File: src/rtl/sprite_pkg.sv
// Shared sprite-sheet layout definitions.
// Used by the glyph blitter (writer side) and the display-side sprite reader
// so both agree on glyph cell size and sheet arrangement.
package sprite_pkg;

  localparam int GLYPH_W        = 38;  // glyph cell width in pixels
  localparam int GLYPH_H        = 45;  // glyph cell height in pixels
  localparam int GLYPHS_PER_ROW = 6;   // glyph cells per sheet row
  localparam int NUM_GLYPHS     = 26;  // codes at or above this are blank

  typedef logic [4:0] letter_t;        // glyph code
  typedef logic [5:0] glyph_coord_t;   // gx 0..37 / gy 0..44 within a cell
  typedef logic [7:0] sheet_coord_t;   // cell origin on the sheet

  typedef enum logic [1:0] {
    IDLE,
    RUN,
    DRAIN,
    DONE
  } blit_state_t;

endpackage

File: src/rtl/glyph_blitter_if.sv
// Draw-request handshake between game/text logic and the glyph blitter.
//   req_valid_in  : request valid (driven by the requester)
//   req_ready_out : blitter can accept a request
//   letter_in     : glyph code 0-25, 26-31 draws a blank cell
//   x_in, y_in    : framebuffer position of the glyph's top-left pixel
// Signal directions in the names are from the blitter's point of view.
interface glyph_blitter_if;
  import sprite_pkg::*;

  logic        req_valid_in;
  logic        req_ready_out;
  letter_t     letter_in;
  logic [10:0] x_in;
  logic [9:0]  y_in;

  modport master (
    output req_valid_in, letter_in, x_in, y_in,
    input  req_ready_out
  );

  modport slave (
    input  req_valid_in, letter_in, x_in, y_in,
    output req_ready_out
  );

endinterface

File: src/rtl/glyph_origin.sv
// Maps a glyph code to the top-left corner of its cell in the sprite sheet.
// Blank codes report the letter-0 origin so address generation stays
// well defined.
//   letter_in   : glyph code
//   sheet_x_out : cell origin column on the sheet
//   sheet_y_out : cell origin row on the sheet
//   blank_out   : code is outside the glyph set
module glyph_origin
  import sprite_pkg::*;
(
  input  letter_t      letter_in,
  output sheet_coord_t sheet_x_out,
  output sheet_coord_t sheet_y_out,
  output logic         blank_out
);

  letter_t code;
  letter_t row;
  letter_t col;

  always_comb begin
    blank_out   = (letter_in >= letter_t'(NUM_GLYPHS));
    code        = blank_out ? '0 : letter_in;
    row         = code / letter_t'(GLYPHS_PER_ROW);
    col         = code - row * letter_t'(GLYPHS_PER_ROW);
    sheet_x_out = sheet_coord_t'(col) * sheet_coord_t'(GLYPH_W);
    sheet_y_out = sheet_coord_t'(row) * sheet_coord_t'(GLYPH_H);
  end

endmodule

File: src/rtl/glyph_blitter.sv
// Copies one 38x45 glyph cell from the sprite-sheet ROM into the framebuffer.
//   pixel_clk_in, rst_in : clock, synchronous active-high reset
//   req_if               : draw-request handshake (slave side)
//   sheet_addr_out       : ROM read address, one pixel per cycle while running
//   sheet_data_in        : ROM data, two cycles after the address
//   fb_addr_out/fb_data_out/fb_we_out : framebuffer write port
//   busy_out             : a blit is in progress
//   done_out             : one-cycle pulse after the last write
module glyph_blitter
  import sprite_pkg::*;
#(
  parameter int         SHEET_WIDTH  = 256,
  parameter int         SHEET_HEIGHT = 512,
  parameter int         FB_WIDTH     = 320,
  parameter int         FB_HEIGHT    = 180,
  parameter logic [7:0] KEY_IDX      = 8'd255,
  parameter logic [7:0] BG_IDX       = 8'd0
) (
  input  logic                                       pixel_clk_in,
  input  logic                                       rst_in,
  glyph_blitter_if.slave                             req_if,
  output logic [$clog2(SHEET_WIDTH*SHEET_HEIGHT)-1:0] sheet_addr_out,
  input  logic [7:0]                                 sheet_data_in,
  output logic [$clog2(FB_WIDTH*FB_HEIGHT)-1:0]       fb_addr_out,
  output logic [7:0]                                 fb_data_out,
  output logic                                       fb_we_out,
  output logic                                       busy_out,
  output logic                                       done_out
);

  localparam int SA_W  = $clog2(SHEET_WIDTH*SHEET_HEIGHT);
  localparam int FB_AW = $clog2(FB_WIDTH*FB_HEIGHT);
  // One bit wider than x_in/y_in so x+gx and y+gy never wrap.
  localparam int XS_W  = 12;
  localparam int YS_W  = 11;

  // Per-pixel side information that travels alongside the ROM read.
  typedef struct packed {
    logic             valid;
    logic             clip;
    logic             blank;
    logic [FB_AW-1:0] fb_addr;
  } pix_meta_t;

  blit_state_t  state_q,  state_d;
  letter_t      letter_q, letter_d;
  logic [10:0]  x_q,      x_d;
  logic [9:0]   y_q,      y_d;
  glyph_coord_t gx_q,     gx_d;
  glyph_coord_t gy_q,     gy_d;
  logic         drain_q,  drain_d;
  logic         done_q,   done_d;
  pix_meta_t    meta1_q,  meta1_d;
  pix_meta_t    meta2_q,  meta2_d;

  pix_meta_t    meta0;
  sheet_coord_t sheet_x;
  sheet_coord_t sheet_y;
  logic         blank;
  logic [8:0]   sx, sy;
  logic [XS_W-1:0] fx;
  logic [YS_W-1:0] fy;

  glyph_origin u_origin (
    .letter_in   (letter_q),
    .sheet_x_out (sheet_x),
    .sheet_y_out (sheet_y),
    .blank_out   (blank)
  );

  // Address generation for the pixel currently being issued.
  always_comb begin
    sx = {1'b0, sheet_x} + 9'(gx_q);
    sy = {1'b0, sheet_y} + 9'(gy_q);
    fx = {1'b0, x_q} + XS_W'(gx_q);
    fy = {1'b0, y_q} + YS_W'(gy_q);

    sheet_addr_out = SA_W'(sy) * SA_W'(SHEET_WIDTH) + SA_W'(sx);

    meta0.valid   = (state_q == RUN);
    meta0.clip    = (fx >= XS_W'(FB_WIDTH)) || (fy >= YS_W'(FB_HEIGHT));
    meta0.blank   = blank;
    meta0.fb_addr = FB_AW'(fy) * FB_AW'(FB_WIDTH) + FB_AW'(fx);
  end

  always_comb begin
    // NOTE: every signal gets a default here so no path leaves one
    // unassigned, which would otherwise infer a latch.
    state_d  = state_q;
    letter_d = letter_q;
    x_d      = x_q;
    y_d      = y_q;
    gx_d     = gx_q;
    gy_d     = gy_q;
    drain_d  = drain_q;
    done_d   = 1'b0;
    // Two stages match the ROM's two-cycle read latency.
    meta1_d  = meta0;
    meta2_d  = meta1_q;

    case (state_q)
      IDLE: begin
        if (req_if.req_valid_in) begin
          letter_d = req_if.letter_in;
          x_d      = req_if.x_in;
          y_d      = req_if.y_in;
          gx_d     = '0;
          gy_d     = '0;
          state_d  = RUN;
        end
      end
      RUN: begin
        if (gx_q == glyph_coord_t'(GLYPH_W - 1)) begin
          gx_d = '0;
          if (gy_q == glyph_coord_t'(GLYPH_H - 1)) begin
            gy_d    = '0;
            drain_d = 1'b0;
            state_d = DRAIN;
          end else begin
            gy_d = gy_q + 1'b1;
          end
        end else begin
          gx_d = gx_q + 1'b1;
        end
      end
      DRAIN: begin
        // Second drain cycle: the last pixel is on the write port now,
        // so done follows it on the next cycle.
        drain_d = 1'b1;
        if (drain_q) begin
          done_d  = 1'b1;
          state_d = DONE;
        end
      end
      DONE: begin
        state_d = IDLE;
      end
      default: state_d = IDLE;
    endcase
  end

  always_ff @(posedge pixel_clk_in) begin
    // NOTE: reset is sampled on the clock edge only; a blit in flight is
    // abandoned by clearing the state and the pipeline valids together.
    if (rst_in) begin
      state_q  <= IDLE;
      letter_q <= '0;
      x_q      <= '0;
      y_q      <= '0;
      gx_q     <= '0;
      gy_q     <= '0;
      drain_q  <= 1'b0;
      done_q   <= 1'b0;
      meta1_q  <= '0;
      meta2_q  <= '0;
    end else begin
      // NOTE: non-blocking assignments so every flop samples the
      // pre-edge values regardless of statement order.
      state_q  <= state_d;
      letter_q <= letter_d;
      x_q      <= x_d;
      y_q      <= y_d;
      gx_q     <= gx_d;
      gy_q     <= gy_d;
      drain_q  <= drain_d;
      done_q   <= done_d;
      meta1_q  <= meta1_d;
      meta2_q  <= meta2_d;
    end
  end

  assign req_if.req_ready_out = (state_q == IDLE);
  assign busy_out             = (state_q != IDLE);
  assign done_out             = done_q;

  // Blank cells ignore the ROM and the transparency key entirely.
  assign fb_addr_out = meta2_q.fb_addr;
  assign fb_we_out   = meta2_q.valid && !meta2_q.clip &&
                       (meta2_q.blank || (sheet_data_in != KEY_IDX));
  assign fb_data_out = (meta2_q.valid && !meta2_q.blank) ? sheet_data_in : BG_IDX;

endmodule

File: src/flat_wrapper.sv
// flat-port wrapper written by rule: the top's interface ports become plain ports
module glyph_blitter_flat import sprite_pkg::*;
#(
  parameter int         SHEET_WIDTH  = 256,
  parameter int         SHEET_HEIGHT = 512,
  parameter int         FB_WIDTH     = 320,
  parameter int         FB_HEIGHT    = 180,
  parameter logic [7:0] KEY_IDX      = 8'd255,
  parameter logic [7:0] BG_IDX       = 8'd0
)
  (pixel_clk_in, rst_in, sheet_addr_out, sheet_data_in, fb_addr_out, fb_data_out, fb_we_out, busy_out, done_out, req_if_req_valid_in, req_if_letter_in, req_if_x_in, req_if_y_in, req_if_req_ready_out);
  glyph_blitter_if req_if_i ();
  input  logic pixel_clk_in;
  input  logic rst_in;
  output logic [$clog2(SHEET_WIDTH*SHEET_HEIGHT)-1:0] sheet_addr_out;
  input  logic [7:0] sheet_data_in;
  output logic [$clog2(FB_WIDTH*FB_HEIGHT)-1:0] fb_addr_out;
  output logic [7:0] fb_data_out;
  output logic fb_we_out;
  output logic busy_out;
  output logic done_out;
  input wire logic [$bits(req_if_i.req_valid_in)-1:0] req_if_req_valid_in;
  input wire logic [$bits(req_if_i.letter_in)-1:0] req_if_letter_in;
  input wire logic [$bits(req_if_i.x_in)-1:0] req_if_x_in;
  input wire logic [$bits(req_if_i.y_in)-1:0] req_if_y_in;
  output wire logic [$bits(req_if_i.req_ready_out)-1:0] req_if_req_ready_out;
  assign req_if_i.req_valid_in = req_if_req_valid_in;
  assign req_if_i.letter_in = req_if_letter_in;
  assign req_if_i.x_in = req_if_x_in;
  assign req_if_i.y_in = req_if_y_in;
  assign req_if_req_ready_out = req_if_i.req_ready_out;
  glyph_blitter #(.SHEET_WIDTH(SHEET_WIDTH), .SHEET_HEIGHT(SHEET_HEIGHT), .FB_WIDTH(FB_WIDTH), .FB_HEIGHT(FB_HEIGHT), .KEY_IDX(KEY_IDX), .BG_IDX(BG_IDX)) u_core (.pixel_clk_in(pixel_clk_in), .rst_in(rst_in), .req_if(req_if_i), .sheet_addr_out(sheet_addr_out), .sheet_data_in(sheet_data_in), .fb_addr_out(fb_addr_out), .fb_data_out(fb_data_out), .fb_we_out(fb_we_out), .busy_out(busy_out), .done_out(done_out));
endmodule
File: config.mk
export PLATFORM = sky130hd
export DESIGN_NAME = glyph_blitter_flat
export DESIGN_NICKNAME = d
export VERILOG_FILES = /design/src/rtl/sprite_pkg.sv /design/src/rtl/glyph_blitter_if.sv /design/src/rtl/glyph_origin.sv /design/src/rtl/glyph_blitter.sv /design/src/flat_wrapper.sv
export SDC_FILE = /design/constraint.sdc
export NUM_CORES = 1
export LEC_CHECK = 0
export ABC_AREA = 1
export BUFFER_PORTS_ARGS = -buffer_cell sky130_fd_sc_hd__buf_2
export CAP_MARGIN = 15
export CORE_UTILIZATION = 63
export CTS_BUF_LIST = sky130_fd_sc_hd__clkbuf_4 sky130_fd_sc_hd__clkbuf_8 sky130_fd_sc_hd__clkbuf_16
export CTS_CLUSTER_DIAMETER = 30
export DETAILED_ROUTE_END_ITERATION = 12
export PLACE_DENSITY_LB_ADDON = 0.05
export SLEW_MARGIN = 20
export SYNTH_ARGS = -nofsm -noshare
export SYNTH_HDL_FRONTEND = slang
export SYNTH_SLANG_ARGS = --single-unit
File: constraint.sdc
create_clock -name pixel_clk_in -period 15.8 [get_ports pixel_clk_in]
set_input_delay 1.58 -clock pixel_clk_in [delete_from_list [all_inputs] [get_ports pixel_clk_in]]
set_output_delay 1.58 -clock pixel_clk_in [all_outputs]
set_load 0.02 [all_outputs]
==> qor.yml, run 1 <==
run_status:
  status: "completed"
die:
  start_util_pct: 65.1
  die_height_um: 96.9
  row_count: 34
  die-area_sq_um: 9400
  ios: 82
  core_sq_um: 8720
  die_w_um: 96.9
clock_network:
  clk_path_buf_depth: 2
  path_clk_slew_ns: 0.09
  ctsRootBufferMaster: "clkbuf_8"
  cts_tree: "yes"
  cts_buffers: 9
  numClockSinks: 80
  clkLatencyLatePin_ns: 0.36
  cts_setup_buffers: 0
  post_cts_resized: 0
  htreeDepth: 3
  holdBufCountCts: 0
setup_path:
  cp_common_cell: "ha_1"
  r2r_start: "u_core.gy_q[0]$_SDFFE_PP0P_"
  slowest_delay_ns: 0.38
  cp-end-kind: "output port"
  worstPathRequired_ns: 14.22
  critPathLaunchType: "flop"
  cp_max_fo: 10
  startpoint: "u_core.letter_q[4]$_SDFFE_PP0P_"
  critical_path_arrival_ns: 6.84
  cp_num_cells: 39
  cp_top_family: "simple AND/OR/NAND/NOR gates"
  crit_type: "reg2out"
  slowest_stage: "dfxtp_1"
  worst-r2r-cell-count: 21
  path_buf_inv: 5
timing:
  tightest_slew_ns: 0.685
  fin_worst_skew_ns: 0.00955
  fin_setup_tns_ns: 0
  finalHoldViolCount: 0
  rsz0062_at_grt: "false"
  whs_ns: 0.403
  setup_viol: 0
  fin_crit_sh_pct: 53.3
  fin_crit_ns: 8.42
  slew_headroom_pct: 53.9
  max_freq_mhz: 119
  slew_viol_final: 0
routing:
  route.detailed.drc: 0
  num_vias: 4992
  postRouteAntennaNets: 0
  avgRoutedWirePerCell_um: 12.6
  vias_per_cell: 5.23
  firstDrtPassIters: 5
  drt-initial-drc-count: 227
  drt-total-wl_um: 12000
synthesis:
  syn_nets: 895
  synth_area_leaders: "dfxtp_1, ha_1, inv_1"
  ys_seq_area_share_pct: 28.2
  yosys.area.top_type: "dfxtp_1"
  synth.avg_cell_area_sq_um: 7.30
  syn_area_sq_um: 5680
  async_flop_share_pct: 0
  yosysTopAreaCellShare_pct: 28.2
  synth_commonest_cells: "inv_1, nor2_1, nand2_1"
  ys.flop_type: "dfxtp_1"
  ys_types: 43
  netlist_instances: 778
  yosysMostFrequentCell: "inv_1"
  yosysWarnings: 0
  ys_seq_elements: 80
  synth_edf_count: 0
placement:
  place_congestion: 0.857
  hpwl_um: 9630
  io_buffers: 81
run:
  drv_cap: 0
global_route:
  grt_pass1_vias: 4743
  grt_max_degree: 42
  antenna_found_initial: 0
  gr-usage-all-layers_pct: 26.8
  grt_pass1_wl_um: 20600
  overflow: 0
final_layout:
  multi_input_area_sq_um: 3390
  synthToLayoutAreaGrowth_pct: 9.91
  nNetsFinal: 959
  diodes: 0
  fillers: 748
  fin_util_pct: 71.6
  seqCellArea_sq_um: 1600
  drive_gt1_share_pct: 15.5
hold_path:
  hold_start: "u_core.meta1_q[5]$_SDFF_PP0_"
  hold_class: "reg2reg"
  worstHoldPathCells: 2
cell usage in the layout, fill, tap and decap left out, types with 2 or more instances in the layout:
cell	netlist	final
inv_1	132	131
nor2_1	105	105
nand2_1	94	94
buf_2	0	81
dfxtp_1	80	80
ha_1	72	72
a21oi_1	60	60
o21ai_0	56	56
xor2_1	32	32
nand3_1	30	30
nor3_1	11	11
clkbuf_8	0	10
nand2_2	9	9
xnor2_1	9	9
fa_1	8	8
inv_2	4	5
nor2_2	5	5
nand4_1	5	5
a21o_1	4	4
nand2_4	3	3
or2_2	3	3
o21ai_1	3	3
nand3b_1	3	3
inv_6	0	3
o21a_1	2	2
nand3_2	2	2
clkinvlp_4	0	2
cell families after synthesis:
family | share of synthesized area, %
adders and majority gates | 18.7
xor gates and xnor gates | 6.32
buffers and inverters | 12.0
DFF | 28.2
and+or+nand+nor | 21.9
AOI/OAI and AO/OA | 12.8
final cells by class:
type	count	area share, %
clock buffers	10	2.20
clock inverters	6	0.802
inverters	136	8.18
multi-input cells	533	54.4
flip-flops and latches	80	25.7
well taps	108	2.16
repair buffers	82	6.61
worst min-delay path, cell delays in order (launching register included):
cell     delay, ns
dfxtp_1       0.30
inv_1         0.04
nor2_1        0.03
path summary, 6_finish.rpt:
path	to	slack, ns
worst max-delay path	sheet_addr_out[16]	7.38
worst min-delay path	u_core.fb_addr_out[5]$_SDFF_PP0_	0.40
worst max register to register	u_core.meta1_q[15]$_SDFF_PP0_	11.90
worst min register to register	u_core.fb_addr_out[5]$_SDFF_PP0_	0.40
stage by stage:
stage / cells / setup WS [ns] / cell area, sq um
2_1_floorplan: 778 / 8.45 / 5680
3_3_place_gp: 939 / 8.00 / 6050
3_5_place_dp: 939 / 7.77 / 6050
4_1_cts: 955 / 7.34 / 6240
5_1_grt: 955 / 6.72 / 6240
6_report: 955 / 7.38 / 6240
registers in the layout, indices dropped and copies added (netlist names):
name                count
u_core.meta1_q         19
u_core.fb_addr_out     16
u_core.x_q             11
u_core.y_q             10
u_core.gx_q             6
u_core.gy_q             6
u_core.letter_q         5
u_core.meta2_q          3
u_core.state_q          2
u_core.done_out         1
u_core.drain_q          1
metal layers:
metal,part of all wire [%],global-route usage (%)
met1,44,31.6
met2,49,49.0
met3,4.5,4.77
met4,2.1,8.15
met5,0,0
Power of run 1 is not shown: default switching activity piles up to over one toggle a cycle in this logic, so the estimate is an artifact.
==> inputs of run 2 (changes only) <==
--- a/config.mk
+++ b/config.mk
@@ -5,10 +5,10 @@
 export SDC_FILE = /design/constraint.sdc
 export NUM_CORES = 1
 export LEC_CHECK = 0
-export ABC_AREA = 1
+export ABC_AREA = 0
 export BUFFER_PORTS_ARGS = -buffer_cell sky130_fd_sc_hd__buf_2
 export CAP_MARGIN = 15
-export CORE_UTILIZATION = 63
+export CORE_UTILIZATION = 59
 export CTS_BUF_LIST = sky130_fd_sc_hd__clkbuf_4 sky130_fd_sc_hd__clkbuf_8 sky130_fd_sc_hd__clkbuf_16
 export CTS_CLUSTER_DIAMETER = 30
 export DETAILED_ROUTE_END_ITERATION = 12
==> constraint.sdc (replaced) <==
create_clock -name pixel_clk_in -period 7.8 [get_ports pixel_clk_in]
set_input_delay 0.78 -clock pixel_clk_in [delete_from_list [all_inputs] [get_ports pixel_clk_in]]
set_output_delay 0.78 -clock pixel_clk_in [all_outputs]
set_load 0.02 [all_outputs]
==> run 2 against run 1 <==
Net effect:
- worst setup slack worse by 7.1 ns
- global-route usage is 2.6 points lower
- wire length is 0.12% lower
- via count is 4.7% lower
- die area is 9.7% higher
- register-to-register slack worse by 8.6 ns
- sequential share of layout area is 0.77 points lower
- worst hold slack better by 0.036 ns
- non-clock buffer count stayed put
- first-iteration DRC count is 9.3% lower
- synthesized cell count is 9.5% lower
- highest routed layer unchanged
==> qor.yml, run 2 <==
run_status:
  status: "completed"
power:
  irDropWorstVdd_v: 0.000389
  power.density_nw_per_um2: 427
  power.total_uw: 2750
  p_leak_uw: 0.00302
die:
  row_count: 35
  die_w_um: 102
  ios: 82
  core_sq_um: 9420
  start_util_pct: 62.1
  die-area_sq_um: 10300
  die_height_um: 102
final_layout:
  multi_input_area_sq_um: 3850
  seqCellArea_sq_um: 1600
  nNetsFinal: 873
  final_common_cell: "buf_2"
  fin_util_pct: 68.4
  final_cell_mix: "buf_2, nand2_1, dfxtp_1"
  synthToLayoutAreaGrowth_pct: 10.1
  diodes: 0
  drive_gt1_share_pct: 15.5
  regMostFlops: "u_core.meta1_q"
  final_cells: 890
  fillers: 815
  largest_register_ffs: 19
synthesis:
  yosys.area.top_type: "dfxtp_1"
  ys_types: 64
  synth.avg_cell_area_sq_um: 8.30
  syn_area_sq_um: 5840
  ys_seq_area_share_pct: 27.4
  yosysTopAreaCellShare_pct: 27.4
  yosysWarnings: 0
  netlist_instances: 704
  synth_area_leaders: "dfxtp_1, ha_1, xnor2_1"
  synth_commonest_cells: "dfxtp_1, nand2_1, ha_1"
  async_flop_share_pct: 0
  ys.flop_type: "dfxtp_1"
  ys_seq_elements: 80
  synth_edf_count: 0
  syn_nets: 821
timing:
  max_freq_mhz: 134
  slew_viol_final: 0
  fin_crit_ns: 7.48
  slew_headroom_pct: 33.6
  fin_setup_tns_ns: 0
  tightest_slew_ns: 0.996
  finalHoldViolCount: 0
  fin_worst_skew_ns: 0.00858
  fin_crit_sh_pct: 95.9
  setup_viol: 0
routing:
  drt-total-wl_um: 12000
  route.detailed.drc: 0
  postRouteAntennaNets: 0
  avgRoutedWirePerCell_um: 13.5
  drt-initial-drc-count: 206
  vias_per_cell: 5.34
  num_vias: 4756
  firstDrtPassIters: 4
clock_network:
  cts_tree: "yes"
  clk_path_buf_depth: 2
  clkLatencyLatePin_ns: 0.35
  holdBufCountCts: 0
  path_clk_slew_ns: 0.09
  post_cts_resized: 0
  cts_buffers: 9
  htreeDepth: 3
  ctsRootBufferMaster: "clkbuf_8"
  cts_setup_buffers: 0
  numClockSinks: 80
setup_path:
  crit_type: "reg2out"
  worstPathRequired_ns: 7.02
  critPathLaunchType: "flop"
  critical_path_arrival_ns: 6.70
  cp_max_fo: 12
  cp-end-kind: "output port"
  worst-r2r-cell-count: 15
global_route:
  grt_pass1_vias: 4344
  overflow: 0
  gr-usage-all-layers_pct: 24.2
  antenna_found_initial: 0
  grt_max_degree: 68
  grt_pass1_wl_um: 19700
placement:
  dp_cells: 874
  io_buffers: 81
  hpwl_um: 9220
  place_congestion: 0.869
hold_path:
  worstHoldPathCells: 1
  hold_class: "reg2reg"
run:
  drv_cap: 0
[run 2: cell families after synthesis]
| kind of cell | count (synthesis) | synth area share (%) |
|---|---|---|
| AND/OR/NAND/NOR | 241 | 20.8 |
| adder cells (fa/ha/maj) | 80 | 18.2 |
| XOR/XNOR | 63 | 10.1 |
| AO/OA/AOI/OAI | 148 | 16.1 |
| multiplexers | 4 | 0.728 |
| buffers and inverters | 88 | 6.83 |
| flip-flops | 80 | 27.4 |
[run 2: layout make-up]
cell class              instances  area share (%)
clock buffers                   9            1.92
clock inverters                 7            1.67
inverters                      47            2.74
multi-input cells             536            59.9
flip-flops and latches         80            24.9
well taps                     129            2.51
repair buffers                 82            6.42
[run 2: critical path, stage by stage, from the launching register on]
cell      delay [ns]
dfxtp_1         0.39
or2_2           0.36
a21boi_0        0.44
ha_2            0.41
nor2b_1         0.17
o21ai_0         0.10
ha_1            0.21
nand2_2         0.21
nor2_1          0.10
a31oi_2         0.32
ha_1            0.36
fa_1            0.53
inv_1           0.07
ha_1            0.29
ha_1            0.18
inv_1           0.06
fa_1            0.40
xnor2_1         0.15
ha_1            0.34
nand2_1         0.07
o21ai_1         0.27
nand2_1         0.17
nor4_4          0.22
mux2_1          0.36
buf_2           0.16
[run 2: routing by layer]
layer | global-route usage (%) | part of all wire, % | vias up
met3 | 4.00 | 3.9 | 18
met1 | 31.9 | 49 | 2141
li1 | - | - | 2488
met4 | 7.25 | 1.3 | 0
met5 | 0 | 0 | -
met2 | 40.6 | 46 | 109
[run 2: final timing paths]
kind / from / endpoint / slack [ns]
setup / recovery: u_core.letter_q[2]$_SDFFE_PP0P_ / sheet_addr_out[14] / 0.32
hold reg to reg: u_core.meta1_q[10]$_SDFF_PP0_ / u_core.fb_addr_out[10]$_SDFF_PP0_ / 0.44
setup reg to reg: u_core.gy_q[0]$_SDFFE_PP0P_ / u_core.meta1_q[15]$_SDFF_PP0_ / 3.35
hold / removal: u_core.meta1_q[10]$_SDFF_PP0_ / u_core.fb_addr_out[10]$_SDFF_PP0_ / 0.44
[run 2: report_power, final]
group | internal [uW] | total (uW) | leakage [uW] | switching (uW)
clock network | 187 | 353 | 0.000114 | 166
logic | 753 | 1860 | 0.00226 | 1100
registers | 481 | 537 | 0.000653 | 56.1
total | 1420 | 2750 | 0.00302 | 1330
[run 2: per-stage QoR]
stage | instance area (sq um) | hold slack, ns | setup slack (ns)
after floorplan | 5840 | 0.414 | 0.956
after global placement | 6200 | 0.416 | 0.768
after detailed placement | 6200 | 0.423 | 0.422
after CTS | 6430 | 0.442 | 0.0180
after global routing | 6440 | 0.450 | -0.0544
final | 6440 | 0.438 | 0.322
Note: power is estimated with default switching activity, not from simulation.
==> inputs of run 3 (changes only) <==
--- a/config.mk
+++ b/config.mk
@@ -13,6 +13,7 @@
 export CTS_CLUSTER_DIAMETER = 30
 export DETAILED_ROUTE_END_ITERATION = 12
 export PLACE_DENSITY_LB_ADDON = 0.05
+export SETUP_SLACK_MARGIN = 0.5
 export SLEW_MARGIN = 20
 export SYNTH_ARGS = -nofsm -noshare
 export SYNTH_HDL_FRONTEND = slang
==> run 3 against run 2 <==
Net effect:
- non-clock buffer count increased by 4
- cell count increased by 0.45%
- first-iteration DRC count decreased by 11%
- critical path type unchanged
- utilization increased by 0.82 points
==> qor.yml, run 3 (same netlist as run 2, synthesis figures left out) <==
final_layout:
  regMostFlops: "u_core.meta1_q"
  final_common_cell: "buf_2"
  final_cells: 894
  drive_gt1_share_pct: 16.6
  largest_register_ffs: 19
  fin_util_pct: 69.2
  diodes: 0
  final_cell_mix: "buf_2, nand2_1, dfxtp_1"
  nNetsFinal: 877
  synthToLayoutAreaGrowth_pct: 11.5
  finish.instance_area_sq_um: 6510
setup_path:
  cp-end-kind: "output port"
  crit_type: "reg2out"
  cp_max_fo: 9
  critical_path_arrival_ns: 6.15
  critPathLaunchType: "flop"
  worstPathRequired_ns: 7.02
routing:
  route.detailed.drc: 0
  num_vias: 4777
  avgRoutedWirePerCell_um: 13.6
  firstDrtPassIters: 4
  vias_per_cell: 5.34
  postRouteAntennaNets: 0
  drt-initial-drc-count: 183
  drt-total-wl_um: 12100
run:
  drv_cap: 0
placement:
  dp_slack_ns: 0.422
  hpwl_um: 9220
  dp_cells: 874
  io_buffers: 81
  place_congestion: 0.869
  place_area_sq_um: 6200
power:
  power.density_nw_per_um2: 426
  p_leak_uw: 0.00305
  irDropWorstVdd_v: 0.000390
die:
  die_height_um: 102
  die_w_um: 102
  core_sq_um: 9420
  row_count: 35
  ios: 82
  start_util_pct: 62.1
  die-area_sq_um: 10300
global_route:
  grt_pass1_wl_um: 19900
  grt_pass1_vias: 4390
  grt_max_degree: 68
  overflow: 0
  gr-usage-all-layers_pct: 24.4
  antenna_found_initial: 0
timing:
  worst_slack_ns: 0.868
  setup_viol: 0
  fin_crit_ns: 6.93
  fin_setup_tns_ns: 0
  fin_worst_skew_ns: 0.00730
  finalHoldViolCount: 0
  tightest_slew_ns: 0.976
  slew_headroom_pct: 34.9
  fin_crit_sh_pct: 88.9
  max_freq_mhz: 144
  rsz0062_at_grt: "false"
  slew_viol_final: 0
clock_network:
  cts_tree: "yes"
  cts_buffers: 9
  clk_path_buf_depth: 2
  numClockSinks: 80
  htreeDepth: 3
  path_clk_slew_ns: 0.09
  ctsRootBufferMaster: "clkbuf_8"
  clkLatencyLatePin_ns: 0.35
  holdBufCountCts: 0
run_status:
  status: "completed"
hold_path:
  hold_class: "reg2reg"
==> run 3: timing repair <==
action	CTS	global route
endpoints found under the setup margin	8	9
buffers inserted	2	2
resized for setup	4	10
pin swaps	1	4
==> run 3: where the power goes <==
part           total (uW)  switching, uW  internal, uW
sequential            538           56.8           481
clock                 353            166           187
combinational        1880           1110           767
==> run 3: cell type report <==
class	instances	area, sq um
fillers	800	2900
well taps	129	161
multi-input cells	536	3900
clock buffers	9	124
clock inverters	7	108
flip-flops and latches	80	1600
repair buffers	86	443
inverters	47	176
==> run 3: layer usage <==
layer,GRT usage (%),part of all wire [%],wire [um]
met5,0,0,0
met4,8.14,1.4,167
met3,4.07,4.2,514
met2,40.7,46,5650
met1,31.8,48,5820
==> run 3: metrics by stage <==
stage / total power (uW) / hold WS, ns
after detailed placement: 2390 / 0.423
after floorplan: 1990 / 0.414
after CTS: 2760 / 0.442
final: 2770 / 0.439
after global placement: 2330 / 0.416
after global routing: 3010 / 0.450
==> run 3: worst paths after layout <==
check / slack (ns) / end / startpoint / cells past startpoint
worst max-delay path: 0.87 / sheet_addr_out[14] / u_core.letter_q[2]$_SDFFE_PP0P_ / 26
worst max register to register: 3.36 / u_core.meta1_q[15]$_SDFF_PP0_ / u_core.gy_q[0]$_SDFFE_PP0P_ / 15
worst min-delay path: 0.44 / u_core.fb_addr_out[10]$_SDFF_PP0_ / u_core.meta1_q[10]$_SDFF_PP0_ / 1
worst min register to register: 0.44 / u_core.fb_addr_out[10]$_SDFF_PP0_ / u_core.meta1_q[10]$_SDFF_PP0_ / 1
==> run 3: critical path, stage by stage, from the launching register on <==
cell and delay (ns):
dfxtp_1 0.40, or2_4 0.31, a21boi_4 0.21, ha_2 0.29
buf_4 0.14, nor2_1 0.04, o22ai_1 0.17, ha_1 0.23
nand2_4 0.14, nor2_2 0.18, a31oi_4 0.07, ha_4 0.32
inv_1 0.04, ha_1 0.26, a21o_1 0.15, a21oi_1 0.16
xnor2_1 0.15, xnor2_1 0.17, ha_1 0.27, ha_1 0.29
ha_1 0.34, o21ai_0 0.14, and3_1 0.24, o211ai_2 0.17
nor4_4 0.37, mux2_1 0.37, buf_2 0.16
